## src/rtl/video_types_pkg.sv

```systemverilog
// Shared video timing types: LCD mode encoding, STAT select layout and
// the dot/line timing constants used by the LCD sequencer.
package video_types;

    localparam logic [8:0] DOTS_PER_LINE = 9'd456;
    localparam logic [8:0] OAM_DOTS      = 9'd80;
    localparam logic [8:0] XFER_DOTS     = 9'd172;
    localparam logic [8:0] HBLANK_START  = OAM_DOTS + XFER_DOTS;
    localparam logic [8:0] LAST_DOT      = DOTS_PER_LINE - 9'd1;
    localparam logic [7:0] LCD_LINES     = 8'd144;
    localparam logic [7:0] VISIBLE_LINES = LCD_LINES;
    localparam logic [7:0] TOTAL_LINES   = 8'd154;
    localparam logic [7:0] LAST_LINE     = TOTAL_LINES - 8'd1;

    typedef enum logic [1:0] {
        HBLANK     = 2'd0,
        VBLANK     = 2'd1,
        OAM_SEARCH = 2'd2,
        TRANSFER   = 2'd3
    } lcd_mode_t;

    // Same bit order as STAT bits 6..3.
    typedef struct packed {
        logic lyc;
        logic mode2;
        logic mode1;
        logic mode0;
    } stat_select_t;

endpackage

```

## src/rtl/lcd_dot_counter.sv

```systemverilog
// Dot/line counter pair. Exposes both the registered position and the
// position it will take on the next edge so the mode logic can register it.
module lcd_dot_counter
    import video_types::*;
(
    input  logic       clk,
    input  logic       reset,
    input  logic       lcd_enable,
    output logic [8:0] dot,
    output logic [7:0] ly,
    output logic       running,
    output logic [8:0] dot_next,
    output logic [7:0] ly_next,
    output logic       active_next
);

    // The first enabled edge after idle lands on (0,0) instead of advancing.
    always_comb begin
        dot_next    = '0;
        ly_next     = '0;
        active_next = reset & lcd_enable;
        if (active_next && running) begin
            if (dot == LAST_DOT) begin
                dot_next = '0;
                ly_next  = (ly == LAST_LINE) ? 8'd0 : ly + 8'd1;
            end else begin
                dot_next = dot + 9'd1;
                ly_next  = ly;
            end
        end
    end

    always_ff @(posedge clk) begin
        if (!reset) begin
            dot     <= '0;
            ly      <= '0;
            running <= 1'b0;
        end else begin
            dot     <= dot_next;
            ly      <= ly_next;
            running <= active_next;
        end
    end

endmodule

```

## src/rtl/lcd_timing_ctrl.sv

```systemverilog
// LCD dot/line sequencer: mode FSM, drawline/frame/VBlank strobes and the
// STAT interrupt edge detector. One dot per clk.
module lcd_timing_ctrl
    import video_types::*;
(
    input  logic       clk,
    input  logic       reset,
    input  logic       lcd_enable,
    input  logic [7:0] lyc,
    input  logic [3:0] stat_sel,
    output logic [7:0] ly,
    output logic [1:0] mode,
    output logic       coincidence,
    output logic       drawline,
    output logic       frame_start,
    output logic       vblank_irq,
    output logic       stat_irq
);

    logic [8:0]   dot;
    logic [8:0]   dot_next;
    logic [7:0]   ly_next;
    logic         running;
    logic         active_next;
    lcd_mode_t    mode_q;
    lcd_mode_t    mode_d;
    logic         drawline_d;
    logic         frame_start_d;
    logic         vblank_d;
    logic         stat_line;
    logic         stat_line_prev;
    stat_select_t sel;

    lcd_dot_counter u_dot_counter (
        .clk         (clk),
        .reset       (reset),
        .lcd_enable  (lcd_enable),
        .dot         (dot),
        .ly          (ly),
        .running     (running),
        .dot_next    (dot_next),
        .ly_next     (ly_next),
        .active_next (active_next)
    );

    // Mode and strobes are decoded from the upcoming position so they line
    // up with the registered dot/ly they describe.
    always_comb begin
        mode_d        = HBLANK;
        drawline_d    = 1'b0;
        frame_start_d = 1'b0;
        vblank_d      = 1'b0;
        if (active_next) begin
            if (ly_next >= VISIBLE_LINES)
                mode_d = VBLANK;
            else if (dot_next < OAM_DOTS)
                mode_d = OAM_SEARCH;
            else if (dot_next < HBLANK_START)
                mode_d = TRANSFER;
            drawline_d    = (ly_next < VISIBLE_LINES) && (dot_next == HBLANK_START);
            frame_start_d = (ly_next == 8'd0) && (dot_next == 9'd0);
            vblank_d      = (ly_next == VISIBLE_LINES) && (dot_next == 9'd0);
        end
    end

    always_ff @(posedge clk) begin
        if (!reset) begin
            mode_q         <= HBLANK;
            drawline       <= 1'b0;
            frame_start    <= 1'b0;
            vblank_irq     <= 1'b0;
            stat_line_prev <= 1'b0;
        end else begin
            mode_q         <= mode_d;
            drawline       <= drawline_d;
            frame_start    <= frame_start_d;
            vblank_irq     <= vblank_d;
            stat_line_prev <= active_next & stat_line;
        end
    end

    assign mode        = mode_q;
    assign coincidence = (ly == lyc);
    assign sel         = stat_select_t'(stat_sel);

    // Gated by running so the idle/reset HBlank state never raises STAT.
    assign stat_line = running & ((sel.lyc   & coincidence)
                               | (sel.mode2 & (mode_q == OAM_SEARCH))
                               | (sel.mode1 & (mode_q == VBLANK))
                               | (sel.mode0 & (mode_q == HBLANK)));
    assign stat_irq  = stat_line & ~stat_line_prev;

endmodule

```

## config.mk

```make
export PLATFORM = sky130hd
export DESIGN_NAME = lcd_timing_ctrl
export DESIGN_NICKNAME = d
export VERILOG_FILES = /design/src/rtl/video_types_pkg.sv /design/src/rtl/lcd_dot_counter.sv /design/src/rtl/lcd_timing_ctrl.sv
export SDC_FILE = /design/constraint.sdc
export NUM_CORES = 1
export LEC_CHECK = 0
export ABC_AREA = 1
export BUFFER_PORTS_ARGS = -buffer_cell sky130_fd_sc_hd__buf_2
export CORE_ASPECT_RATIO = 0.7
export CORE_UTILIZATION = 40
export CTS_BUF_LIST = sky130_fd_sc_hd__clkbuf_16
export CTS_CLUSTER_SIZE = 24
export DETAILED_ROUTE_END_ITERATION = 6
export GPL_TIMING_DRIVEN = 0
export PLACE_DENSITY = 0.68
export SLEW_MARGIN = 20
export SYNTH_ARGS = -nofsm -noshare
export SYNTH_HDL_FRONTEND = slang
export SYNTH_HIERARCHICAL = 1
export SYNTH_SLANG_ARGS = --single-unit
export TNS_END_PERCENT = 50
```

## constraint.sdc

```tcl
create_clock -name clk -period 4 [get_ports clk]
set_input_delay 0.2 -clock clk [delete_from_list [all_inputs] [get_ports clk]]
set_output_delay 0.2 -clock clk [all_outputs]
set_load 0.01 [all_outputs]
```

Word-level counts from Yosys, hierarchy flattened
Index checks and enable logic that the tools add are counted.
{"block": "word_totals", "register_bits": 24, "elab_cells": 53, "output_inout_bits": 15, "inputBits": 15}
{"block": "op_classes", "n_lt_le_gt_ge": 4, "bitwise": 14, "n_reduce_logical": 9, "n_eq_ne": 7, "addsub": 2, "mux": 8}
{"operator": "2-to-1 mux 8 bit", "count": 3}
{"operator": "2-to-1 mux 9 bit", "count": 2}
{"operator": "equality test 8 bit (second input constant)", "count": 2}
{"operator": "adder 9 x 1 -> 9 bit (second input constant)", "count": 1}
{"operator": "equality test 9 x 8 -> 1 bit (second input constant)", "count": 1}
{"operator": "equality test 9 bit (second input constant)", "count": 1}
{"operator": "zero test 9 bit", "count": 1}
{"operator": "< comparator 9 x 7 -> 1 bit (second input constant)", "count": 1}
{"operator": "< comparator 9 x 8 -> 1 bit (second input constant)", "count": 1}
{"operator": "adder 8 x 1 -> 8 bit (second input constant)", "count": 1}
{"operator": "bitwise AND 1 bit", "count": 8}
{"operator": "equality test 8 bit", "count": 1}
{"operator": "greater-or-equal comparator 8 bit (second input constant)", "count": 1}
{"operator": "zero test 8 bit", "count": 1}
{"operator": "< comparator 8 bit (second input constant)", "count": 1}
{"operator": "logical AND 1 bit", "count": 4}
{"operator": "2-to-1 mux 2 bit", "count": 2}
{"operator": "NOT 1 bit", "count": 3}
{"operator": "bitwise OR 1 bit", "count": 3}
{"operator": "OR reduction 3 bit", "count": 1}
{"operator": "equality test 2 x 1 -> 1 bit (second input constant)", "count": 1}
{"operator": "equality test 2 bit (second input constant)", "count": 1}
{"operator": "zero test 2 bit", "count": 1}
{"operator": "AND reduction 2 bit", "count": 1}
{"operator": "2-to-1 mux 1 bit", "count": 1}

Longest topological paths before layout
Gate-level depths: netlist of the first run.
{"block": "logic_depth", "ltp_word": 7, "depth_mapped": 13, "ltp_nobuf": 13}

Cells and area by module
The synthesis of the first run kept the hierarchy.
{"mod": "lcd_dot_counter", "area_each_um2": 1068.5, "seq_area_each_um2": 360.3, "instances": 1, "cells_per_inst": 164}
{"mod": "lcd_timing_ctrl", "area_each_um2": 432.9, "seq_area_each_um2": 120.1, "instances": 1, "cells_per_inst": 70}

Least setup slack after synthesis of the first run
No wires, ideal clock.
{"block": "synth_timing", "path_type": "flip-flop to flip-flop", "from": "register u_dot_counter.dot[0]", "to": "register frame_start", "arrival_time_ns": 1.681, "n_path_buf": 1, "t_required_ns": 3.927, "path_slack_ns": 2.246, "setup_time_ns": 0.073, "stages_incl_launch_ff": 13, "synth_period_minus_slack_ns": 1.754, "path_cell_list": "dfxtp_1 > ha_1 > nand2_2 > nor2_2 > nand2_4 > nand2_4 > buf_6 > a21oi_1 > nor2_1 > nand2_1 > nor4_2 > nand3_1 > nor3_2"}
{"block": "synth_between", "elab_chain_cells": 5, "elab_cells_between_ends": 9, "classes_between": "add/sub (1); eq/ne (1); mux (4); reduce/logical (3)"}
{"element": "start: declaration", "line": "lcd_dot_counter.sv:9", "text": "output logic [8:0] dot,"}
{"element": "start signal: assignment", "line": "lcd_dot_counter.sv:39", "text": "dot <= dot_next;"}
{"element": "adder 9 x 1 -> 9 bit / equality test 9 bit (equally long branches)", "line": "lcd_dot_counter.sv:27, lcd_dot_counter.sv:23"}
{"element": "2-to-1 mux 9 bit (*)", "line": "lcd_dot_counter.sv:23", "text": "if (dot == LAST_DOT) begin"}
{"element": "2-to-1 mux 9 bit (*)", "line": "lcd_dot_counter.sv:22", "text": "if (active_next && running) begin"}
{"element": "named net dot_next[7]", "line": "lcd_timing_ctrl.sv:21", "text": "logic [8:0] dot_next;"}
{"element": "zero test 9 bit (*)", "line": "lcd_timing_ctrl.sv:61", "text": "frame_start_d = (ly_next == 8'd0) && (dot_next == 9'd0);"}
{"element": "logical AND 1 bit (*)", "line": "lcd_timing_ctrl.sv:61"}
{"element": "end signal: assignment", "line": "lcd_timing_ctrl.sv:76", "text": "frame_start <= frame_start_d;"}
{"element": "end: declaration", "line": "lcd_timing_ctrl.sv:15", "text": "output logic frame_start,"}
The timed path passes the listed nets; every way through them passes the cells marked *.
A chain may end at the register's enable or synchronous reset.

Final worst setup path of the first run
{"block": "layout_timing", "from": "register u_dot_counter.dot[0]", "to": "register drawline"}
{"block": "layout_between", "elab_chain_cells": 5, "elab_cells_between_ends": 9, "classes_between": "add/sub (1); order compare (1); eq/ne (2); mux (4); reduce/logical (1)"}
{"element": "equality test 9 bit", "line": "lcd_dot_counter.sv:23"}
{"element": "2-to-1 mux 8 bit", "line": "lcd_dot_counter.sv:23"}
{"element": "2-to-1 mux 8 bit", "line": "lcd_dot_counter.sv:22"}
{"element": "named net ly_next[4]", "line": "lcd_timing_ctrl.sv:22", "text": "logic [7:0] ly_next;"}
{"element": "< comparator 8 bit", "line": "lcd_timing_ctrl.sv:60", "text": "drawline_d = (ly_next < VISIBLE_LINES) && (dot_next == HBLANK_START);"}
{"element": "logical AND 1 bit", "line": "lcd_timing_ctrl.sv:60"}
{"element": "end signal: assignment", "line": "lcd_timing_ctrl.sv:75", "text": "drawline <= drawline_d;"}
{"element": "end: declaration", "line": "lcd_timing_ctrl.sv:14", "text": "output logic drawline,"}
The timed path passes the listed nets, and every way through them passes these cells.

==> implementation parameters, run 1 <==
Parameter                              Value

Clock network
  Root Buffer Master    clkbuf_16
  Number of clock buffers inserted by TritonCTS    3
  H-tree levels    1
  Clock latency at the later pin of the worst-skew pair    260 ps
  Setup bufs post-CTS    0
  Count of clock tree sinks    24
  Clock slew at reported path FFs    60 ps
  Clock tree from TritonCTS    yes
  Number of resized instances in the post-cts repair step    0
  Post-CTS Hold Buffers    0
  Maximum clock insertion buffer count    2

Route
  Via count normalized by instance count    4.637
  Post-DR wirelength/cell    10.52 um
  Final antenna-violating net count    0
  Number of detailed-route iterations in the first pass    4
  Final routed DRC violation total    0
  Routed via count    1,470
  Starting DRC count in detailed routing    82
  DRT Wirelength    3335 um

Global route
  Number of global-route vias before repair    1,292
  Antenna violations before repair    0
  Largest net degree at the start of global routing    15
  Gr usage total    0.1860
  Gr ovfl total    0
  Wire length of the first global-routing pass    5561 um

Worst setup path
  Critical path start-end classification    flip-flop to flip-flop
  Critical Path AT    2260 ps
  Delay of the slowest cell on the worst path    380 ps
  Critical path startpoint category    flip-flop
  Cell family with most CP delay    simple AND/OR/NAND/NOR gates
  Worst path buffer plus inverter count    0
  Cells along the critical path    ha_1, nand2_2, nor2_2, nand2_4, nand2_4, nand2_2, nand2_1, nor2_1, nand3b_1, nand2_1, nand3_1, nor4_1
  Required @ worst endpoint    4150 ps
  Critical path depth in cells    12
  Type of element capturing the critical path    flip-flop
  Worst-path cell with the longest stage delay    dfxtp_1
  Depth of the most critical reg-to-reg path    12
  Largest driver fanout on the critical path    6

Synth
  Top flip-flop cell by instance count after synthesis    dfxtp_1
  Synth top area share    0.3200
  Count of warnings emitted by yosys    6
  Syn_nets    252
  Asr flop ratio synth    0
  Yosys top cell by area    dfxtp_1
  Number of library cell types mapped by synthesis    30
  Average footprint of a synthesized cell    6.416 sq um
  Post-Syn Instances    234
  Top cells by area, synth    dfxtp_1, nand2_1, nor2_1
  Seq cells post-synth    24
  Number of enable-type register cells in the synthesized netlist    0
  Sequential element share of the synthesized area    0.3200
  Netlist area before placement    0.001501 sq mm

STA
  Worst max-slew margin expressed relative to the limit    0.8101
  Clock tree skew after final layout    5.400 ps
  Post-layout min period    2103 ps
  Achievable clock frequency    0.4754 GHz
  Hold violation total from the final report    0
  Setup TNS after final layout    0 ps
  Crit share post-route    0.5258
  Final Slew Violations    0
  Setup violators final    0
  Smallest hold slack    138.9 ps
  Worst-margin pin slew    283.7 ps
  Setup repair after global routing missed its margin    no

Cells and area
  Summed area of non-filler cells in the final layout    0.001814 sq mm
  Antenna Diode Count    0
  Net count reported at finish    286
  Register area    480.5 sq um
  Commonest cells after routing, fill and taps aside    nand2_1, nor2_1, inv_1
  Count of fill cells added during filler insertion    384
  Relative area change from synthesis to final layout    20.83%
  Area of the multi-input gates    882.1 sq um
  Share of cells above drive strength 1    0.2135
  Most common library cell in the layout ignoring fill and taps    nand2_1

Hold path
  Cell count of the worst hold path    3
  Class of the worst hold path    input port to flip-flop

Floorplan
  Starting density of the core    0.4219
  Die area    0.004006 sq mm
  Horizontal extent of the die    75.23 um
  Total core area    0.003558 sq mm
  Die height    53.26 um
  FP Rows    18
  Ports    30

Power
  Total power density per cell area    305.0 mW/mm^2
  Leakage    0.7759 nW
  Maximum vdd ir drop    0.2027 mV

Placement
  Input/output buffers    29
  Detailed Place HPWL    2627 um
  Routability congestion estimate    0.8954
  Area after DPL    0.001709 sq mm

Job
  Number of maximum-capacitance constraint violations    0

Run status
  Run status    finished clean
per-layer routing:
metal  vias up  track usage  share of wire
met5         -            0              0
met1       628       0.2723           0.55
li1        811            -              -
met3         0      0.04571          0.047
met4         0     0.006173              0
met2        31       0.2883           0.40
state kept, by name (all words and copies together), names as in the netlist:
register / cells
u_dot_counter/dot: 9
u_dot_counter/ly: 8
mode: 2
drawline: 1
frame_start: 1
stat_line_prev: 1
u_dot_counter/running: 1
vblank_irq: 1
final cells by class:
type | count | share of cell area
timing repair buffer | 29 | 0.08000
buffer | 1 | 0.006207
clock inverter | 1 | 0.01655
inverter | 34 | 0.07034
clock buffer | 3 | 0.04138
multi-input combinational | 175 | 0.4862
sequential | 24 | 0.2648
tap | 50 | 0.03448
power by group:
part	switching, mW	leakage (nW)	internal, mW
sequential	0.00108	0.194	0.241
combinational	0.0144	0.531	0.0126
clock	0.0857	0.0511	0.199
synthesized netlist by cell type, types with 5 or more instances:
library cell / instances
a21oi_1: 6
dfxtp_1: 24
inv_1: 31
nand2_1: 57
nand2_2: 5
nand3_1: 12
nor2_1: 50
nor3_1: 5
xnor2_1: 5
worst paths after layout:
| path | from | slack [ps] | endpoint |
|---|---|---|---|
| worst max-delay path | u_dot_counter/dot[0] | 1900 | drawline |
| worst min-delay path | lcd_enable | 140 | u_dot_counter/running |
| worst max register to register | u_dot_counter/dot[0] | 1900 | drawline |
| worst min register to register | u_dot_counter/dot[0] | 470 | u_dot_counter/dot[0] |
cell families (layout without fill, tap and decap cells):
group / after synthesis / after routing / synth area share
and+or+nand+nor: 147 / 147 / 0.4425
AOI/OAI and AO/OA: 19 / 19 / 0.08501
adders and majority gates: 3 / 3 / 0.02500
DFF: 24 / 24 / 0.3200
buffers and inverters: 35 / 68 / 0.09250
xor gates and xnor gates: 6 / 6 / 0.03500
through the flow:
step	total power, mW	util	std cells	setup slack (ps)
global placement	0.2740	0.4803	313	1921
detailed placement	0.2743	0.4803	313	1927
CTS	0.5622	0.5098	317	1886
floorplan	0.2628	-	234	2246
finish	0.5534	0.5098	317	1897
global route	0.5753	0.5098	317	1682
worst reg2reg max path, delay by kind of cell (launching register included):
family	cells	cell delay (ps)
flops	1	380
fa+ha+maj	1	250
simple gates	11	1370
No activity file was read; power rests on OpenSTA's default activity.
==> run 2, diff against run 1 <==
clock period = 2 ns   (was 4 ns; I/O delays follow)
==> run 2 against run 1 <==
Compared with the run above: sequential power increased by 100%; power increased by 100%; clock-buffer cell count unchanged; highest routed layer unchanged; hold slack got worse by 100 ps; critical path type unchanged; final cell count increased by 1.3%; critical path depth unchanged; first-iteration DRC count increased by 28%; setup slack got worse by 1800 ps; fmax increased by 7.8%; largest power group unchanged.
==> implementation parameters, run 2 (synthesis results as in run 1) <==
Parameter                              Value

Run status
  Run status    finished clean

Worst setup path
  Critical path start-end classification    flip-flop to flip-flop
  Required @ worst endpoint    2170 ps
  Type of element capturing the critical path    flip-flop
  Critical Path AT    2120 ps
  Critical path startpoint category    flip-flop
  Largest driver fanout on the critical path    5
  Flop-to-flop setup slack    50 ps

Power
  Cell Int Power    0.9046 mW
  Switching portion of total power    0.1878
  Total power density per cell area    574.7 mW/mm^2
  Portion of total power attributed to sequential cells    0.433
  Leakage    0.8311 nW
  Proportion of power drawn by combinational gates    0.052
  Clock network fraction of total power    0.515
  Maximum vdd ir drop    0.4082 mV
  P_sw    0.2092 mW

STA
  Worst-margin pin slew    295.3 ps
  Setup violators final    0
  Setup TNS after final layout    0 ps
  Achievable clock frequency    0.5123 GHz
  Crit share post-route    0.9760
  Final Slew Violations    0
  Worst max-slew margin expressed relative to the limit    0.8029
  Clock tree skew after final layout    4.423 ps
  Post-layout min period    1952 ps
  Final WS setup    47.99 ps
  Setup repair after global routing missed its margin    yes
  Hold violation total from the final report    0

Floorplan
  Die height    53.26 um
  Die area    0.004006 sq mm
  FP Rows    18
  Ports    30
  Total core area    0.003558 sq mm
  Horizontal extent of the die    75.23 um
  Starting density of the core    0.4219

Route
  Routed via count    1,529
  Number of detailed-route iterations in the first pass    4
  DRT Wirelength    3584 um
  Starting DRC count in detailed routing    105
  Final antenna-violating net count    0
  Post-DR wirelength/cell    11.17 um
  Final routed DRC violation total    0
  Via count normalized by instance count    4.763

Global route
  Number of global-route vias before repair    1,302
  Gr usage total    0.1876
  Wire length of the first global-routing pass    5616 um
  Antenna violations before repair    0
  Largest net degree at the start of global routing    15
  Gr ovfl total    0

Hold path
  Class of the worst hold path    input port to flip-flop

Clock network
  Maximum clock insertion buffer count    2
  Post-CTS Hold Buffers    0
  H-tree levels    1
  Clock slew at reported path FFs    60 ps
  Count of clock tree sinks    24
  Clock latency at the later pin of the worst-skew pair    260 ps
  Number of clock buffers inserted by TritonCTS    3
  Root Buffer Master    clkbuf_16
  Clock tree from TritonCTS    yes

Cells and area
  Net count reported at finish    290
  Share of cells above drive strength 1    0.3026
  Most flop-heavy register    u_dot_counter/dot
  Post-Route Utilization    0.5447
  Antenna Diode Count    0
  Relative area change from synthesis to final layout    29.08%
  Most common library cell in the layout ignoring fill and taps    nand2_1
  Commonest cells after routing, fill and taps aside    nand2_1, nor2_1, inv_1
  Flip-flop count of the largest register, all copies and words added    9

Placement
  Detailed Place HPWL    2627 um
  Routability congestion estimate    0.8954
  Placement-stage worst setup slack    -73.49 ps
  Input/output buffers    29

Job
  Number of maximum-capacitance constraint violations    0
## run 2: what timing repair did
action                                  CTS  global route
setup buffers                             0             4
endpoints found under the setup margin    3             5
cloned                                    0             0
pin swaps                                 0             5
resized for setup                         3            25
## run 2: area by class of cell
type	count	area [sq um]
multi-input combinational	175	963.4
sequential	24	493.0
inverter	34	127.6
clock buffer	3	75.07
tap	50	62.56
clock inverter	1	30.03
buffer	1	11.26
timing repair buffer	33	175.2
fill	369	1620
## run 2: through the flow
| stage | std cells | hold slack, ps | power [mW] | instance area (sq um) |
|---|---|---|---|---|
| global route | 321 | 71.80 | 1.154 | 1938 |
| detailed placement | 313 | 302.7 | 0.5485 | 1709 |
| finish | 321 | 37.35 | 1.114 | 1938 |
| CTS | 317 | 35.47 | 1.125 | 1828 |
| global placement | 313 | 300.1 | 0.5480 | 1709 |
| floorplan | 234 | 211.5 | 0.5256 | 1501 |
## run 2: worst max-delay path, stage by stage, from the launching register on
cell      delay [ps]
dfxtp_4          370
ha_4             160
nand2_4           80
nor2_4           140
nand2_4          110
nand2_4          100
nand2_4           70
nand2_2           80
nor2_2            50
nand3b_1         210
nand2_1          130
nand3_2          100
nor4_4           260
## run 2: power groups by stage
stage,registers [mW],clock network (mW),logic (mW)
2_1_floorplan,0.495,0,0.0308
3_3_place_gp,0.494,0,0.0537
3_5_place_dp,0.494,0,0.0544
4_1_cts,0.483,0.586,0.0549
5_1_grt,0.483,0.605,0.0663
6_report,0.483,0.573,0.0580
## run 2: final timing paths
check                       start               endpoint  cells after the start
max reg2reg  u_dot_counter/dot[0]               drawline                     12
max          u_dot_counter/dot[0]               drawline                     12
min                    lcd_enable  u_dot_counter/running                      3
min reg2reg  u_dot_counter/dot[0]   u_dot_counter/dot[0]                      1
## run 2: metal layers
metal / track usage / wire length (um) / up-vias
met5: 0 / 0 / -
met4: 0.006173 / 0 / 0
met3: 0.04571 / 181 / 0
met2: 0.2913 / 1519 / 37
met1: 0.2746 / 1884 / 678
li1: - / - / 814
==> run 3, diff against run 2 <==
GPL_TIMING_DRIVEN = default   (was 0)
RECOVER_POWER = 100   (was default)
==> run 3 against run 2 <==
Compared with the run above: die area did not move; clock-buffer cell count did not move; sequential power barely moved; setup slack improved by 43 ps; design area fell by 2.5%; hold slack improved by 1.7 ps; clock power rose by 2%; final cell count rose by 0.93%; largest cell class unchanged.
==> implementation parameters, run 3 (synthesis results as in run 1) <==
Parameter                              Value

Run status
  Run status    finished clean

Power
  Leakage    0.7837 nW
  Maximum vdd ir drop    0.3892 mV
  Clock network fraction of total power    0.520
  Cell Int Power    0.9048 mW
  Portion of total power attributed to sequential cells    0.429
  Proportion of power drawn by combinational gates    0.051
  P_sw    0.2205 mW
  Total power density per cell area    595.7 mW/mm^2
  Switching portion of total power    0.1960

Route
  Starting DRC count in detailed routing    86
  Final routed DRC violation total    0
  Highest routed layer    met4
  Post-DR wirelength/cell    11.62 um
  WL met3    271 um
  Via count normalized by instance count    4.806
  Routed via count    1,557
  Detailed-routing wirelength on met1    1926 um
  Detailed route wirelength on metal2    1537 um
  DRT Wirelength    3766 um
  Number of detailed-route iterations in the first pass    4
  Final antenna-violating net count    0

Cells and area
  Post-Route Utilization    0.5309
  Share of cells above drive strength 1    0.2153
  Fin cells    324
  Most common library cell in the layout ignoring fill and taps    nand2_1
  Register area    484.2 sq um
  Area of the multi-input gates    918.4 sq um
  Count of fill cells added during filler insertion    365
  Commonest cells after routing, fill and taps aside    nand2_1, nor2_1, inv_1
  Flip-flop count of the largest register, all copies and words added    9
  Net count reported at finish    293
  Antenna Diode Count    0
  Most flop-heavy register    u_dot_counter/dot
  Relative area change from synthesis to final layout    25.83%

Job
  Number of maximum-capacitance constraint violations    0

Clock network
  Count of clock tree sinks    24
  Clock slew at reported path FFs    70 ps
  Maximum clock insertion buffer count    2
  H-tree levels    1
  Post-CTS Hold Buffers    0
  Number of clock buffers inserted by TritonCTS    3
  Clock tree from TritonCTS    yes
  Root Buffer Master    clkbuf_16
  Clock latency at the later pin of the worst-skew pair    260 ps

Global route
  Number of global-route vias before repair    1,292
  Wire length of the first global-routing pass    5720 um
  Gr usage total    0.1940
  Antenna violations before repair    0
  Gr ovfl total    0
  Largest net degree at the start of global routing    15

Floorplan
  Die area    0.004006 sq mm
  Starting density of the core    0.4219
  FP Rows    18
  Ports    30
  Total core area    0.003558 sq mm
  Die height    53.26 um
  Horizontal extent of the die    75.23 um

Worst setup path
  Critical path startpoint category    flip-flop
  Critical Path AT    2080 ps
  Largest driver fanout on the critical path    12
  Reg-to-reg endpoint    drawline
  Critical path start-end classification    flip-flop to flip-flop
  Required @ worst endpoint    2170 ps
  Type of element capturing the critical path    flip-flop
  Reg2Reg Launch Point    u_dot_counter/dot[1]
  Depth of the most critical reg-to-reg path    12
  Flop-to-flop setup slack    90 ps

STA
  Setup TNS after final layout    0 ps
  Crit share post-route    0.9546
  Hold violation total from the final report    0
  Worst-margin pin slew    342.3 ps
  Post-layout min period    1909 ps
  Clock tree skew after final layout    2.971 ps
  Smallest hold slack    39.00 ps
  Setup repair after global routing missed its margin    yes
  Achievable clock frequency    0.5238 GHz
  Final Slew Violations    0
  Final WS setup    90.78 ps
  Worst max-slew margin expressed relative to the limit    0.7701
  Setup violators final    0

Placement
  Number of instances in the placed design    316
  Input/output buffers    29
  Placement-stage worst setup slack    15.63 ps
  Routability congestion estimate    0.9532
  Detailed Place HPWL    2830 um

Hold path
  Class of the worst hold path    input port to flip-flop
  Cell count of the worst hold path    3
  HP Start    lcd_enable
  Endpoint, Worst Hold    u_dot_counter/running
[run 3: changes by cell type in the layout (fill, tap and decap cells not counted), moves of 2 or more]
cell	previous run	this run
buf_4	4	8
clkbuf_1	0	11
nand2_1	55	57
dfxtp_2	7	3
nand3_1	10	12
nand2_2	5	3
nor2_2	8	3
nor2_1	44	48
buf_2	29	18
dfxtp_1	16	21
nand3_2	3	1
[run 3: per-stage QoR]
stage	total power [mW]	instance area (sq um)
after floorplan	0.5256	1501
after global placement	0.5491	1728
after detailed placement	0.5500	1728
after CTS	1.128	1838
after global routing	1.152	1889
final	1.125	1889
[run 3: metal layers]
metal,vias to the layer above,GRT usage
li1,817,-
met1,691,0.2916
met2,47,0.2868
met3,2,0.04571
met4,0,0.01852
met5,-,0
[run 3: worst max path at each step]
stage / from / to / slack (ps)
3_3_place_gp: u_dot_counter/dot[0] / drawline / 20
4_1_cts: u_dot_counter/dot[1] / drawline / 20
2_1_floorplan: u_dot_counter/dot[0] / frame_start / 250
3_5_place_dp: u_dot_counter/dot[1] / drawline / 20
6_report: u_dot_counter/dot[1] / drawline / 90
5_1_grt: u_dot_counter/dot[1] / frame_start / -50
[run 3: timing repair]
| item | CTS | global route |
|---|---|---|
| endpoints found under the setup margin | 1 | 5 |
| gates resized for setup | 1 | 10 |
| pin swaps | 0 | 4 |
| setup buffers | 0 | 4 |
[run 3: critical path: stages (launching register included)]
cell and delay (ps):
dfxtp_2 330, ha_2 210, nand2_4 80, nor2_4 130
nand2_4 100, nand2_8 130, nand2_4 70, nand2_1 90
nor2_1 50, nand3b_1 180, nand2_1 110, nand3_1 90
nor4_1 240
[run 3: power groups by stage]
stage | sequential (mW) | clock [mW] | combinational (mW)
after floorplan | 0.495 | 0 | 0.0308
after global placement | 0.494 | 0 | 0.0550
after detailed placement | 0.494 | 0 | 0.0559
after CTS | 0.483 | 0.588 | 0.0564
after global routing | 0.483 | 0.605 | 0.0638
final | 0.483 | 0.585 | 0.0572
[run 3: area by class of cell]
type                       count  area share
inverter                      34     0.06755
multi-input combinational    175      0.4861
clock inverter                 1     0.01589
sequential                    24      0.2563
tap                           50     0.03311
timing repair buffer          37      0.1013
clock buffer                   3     0.03974
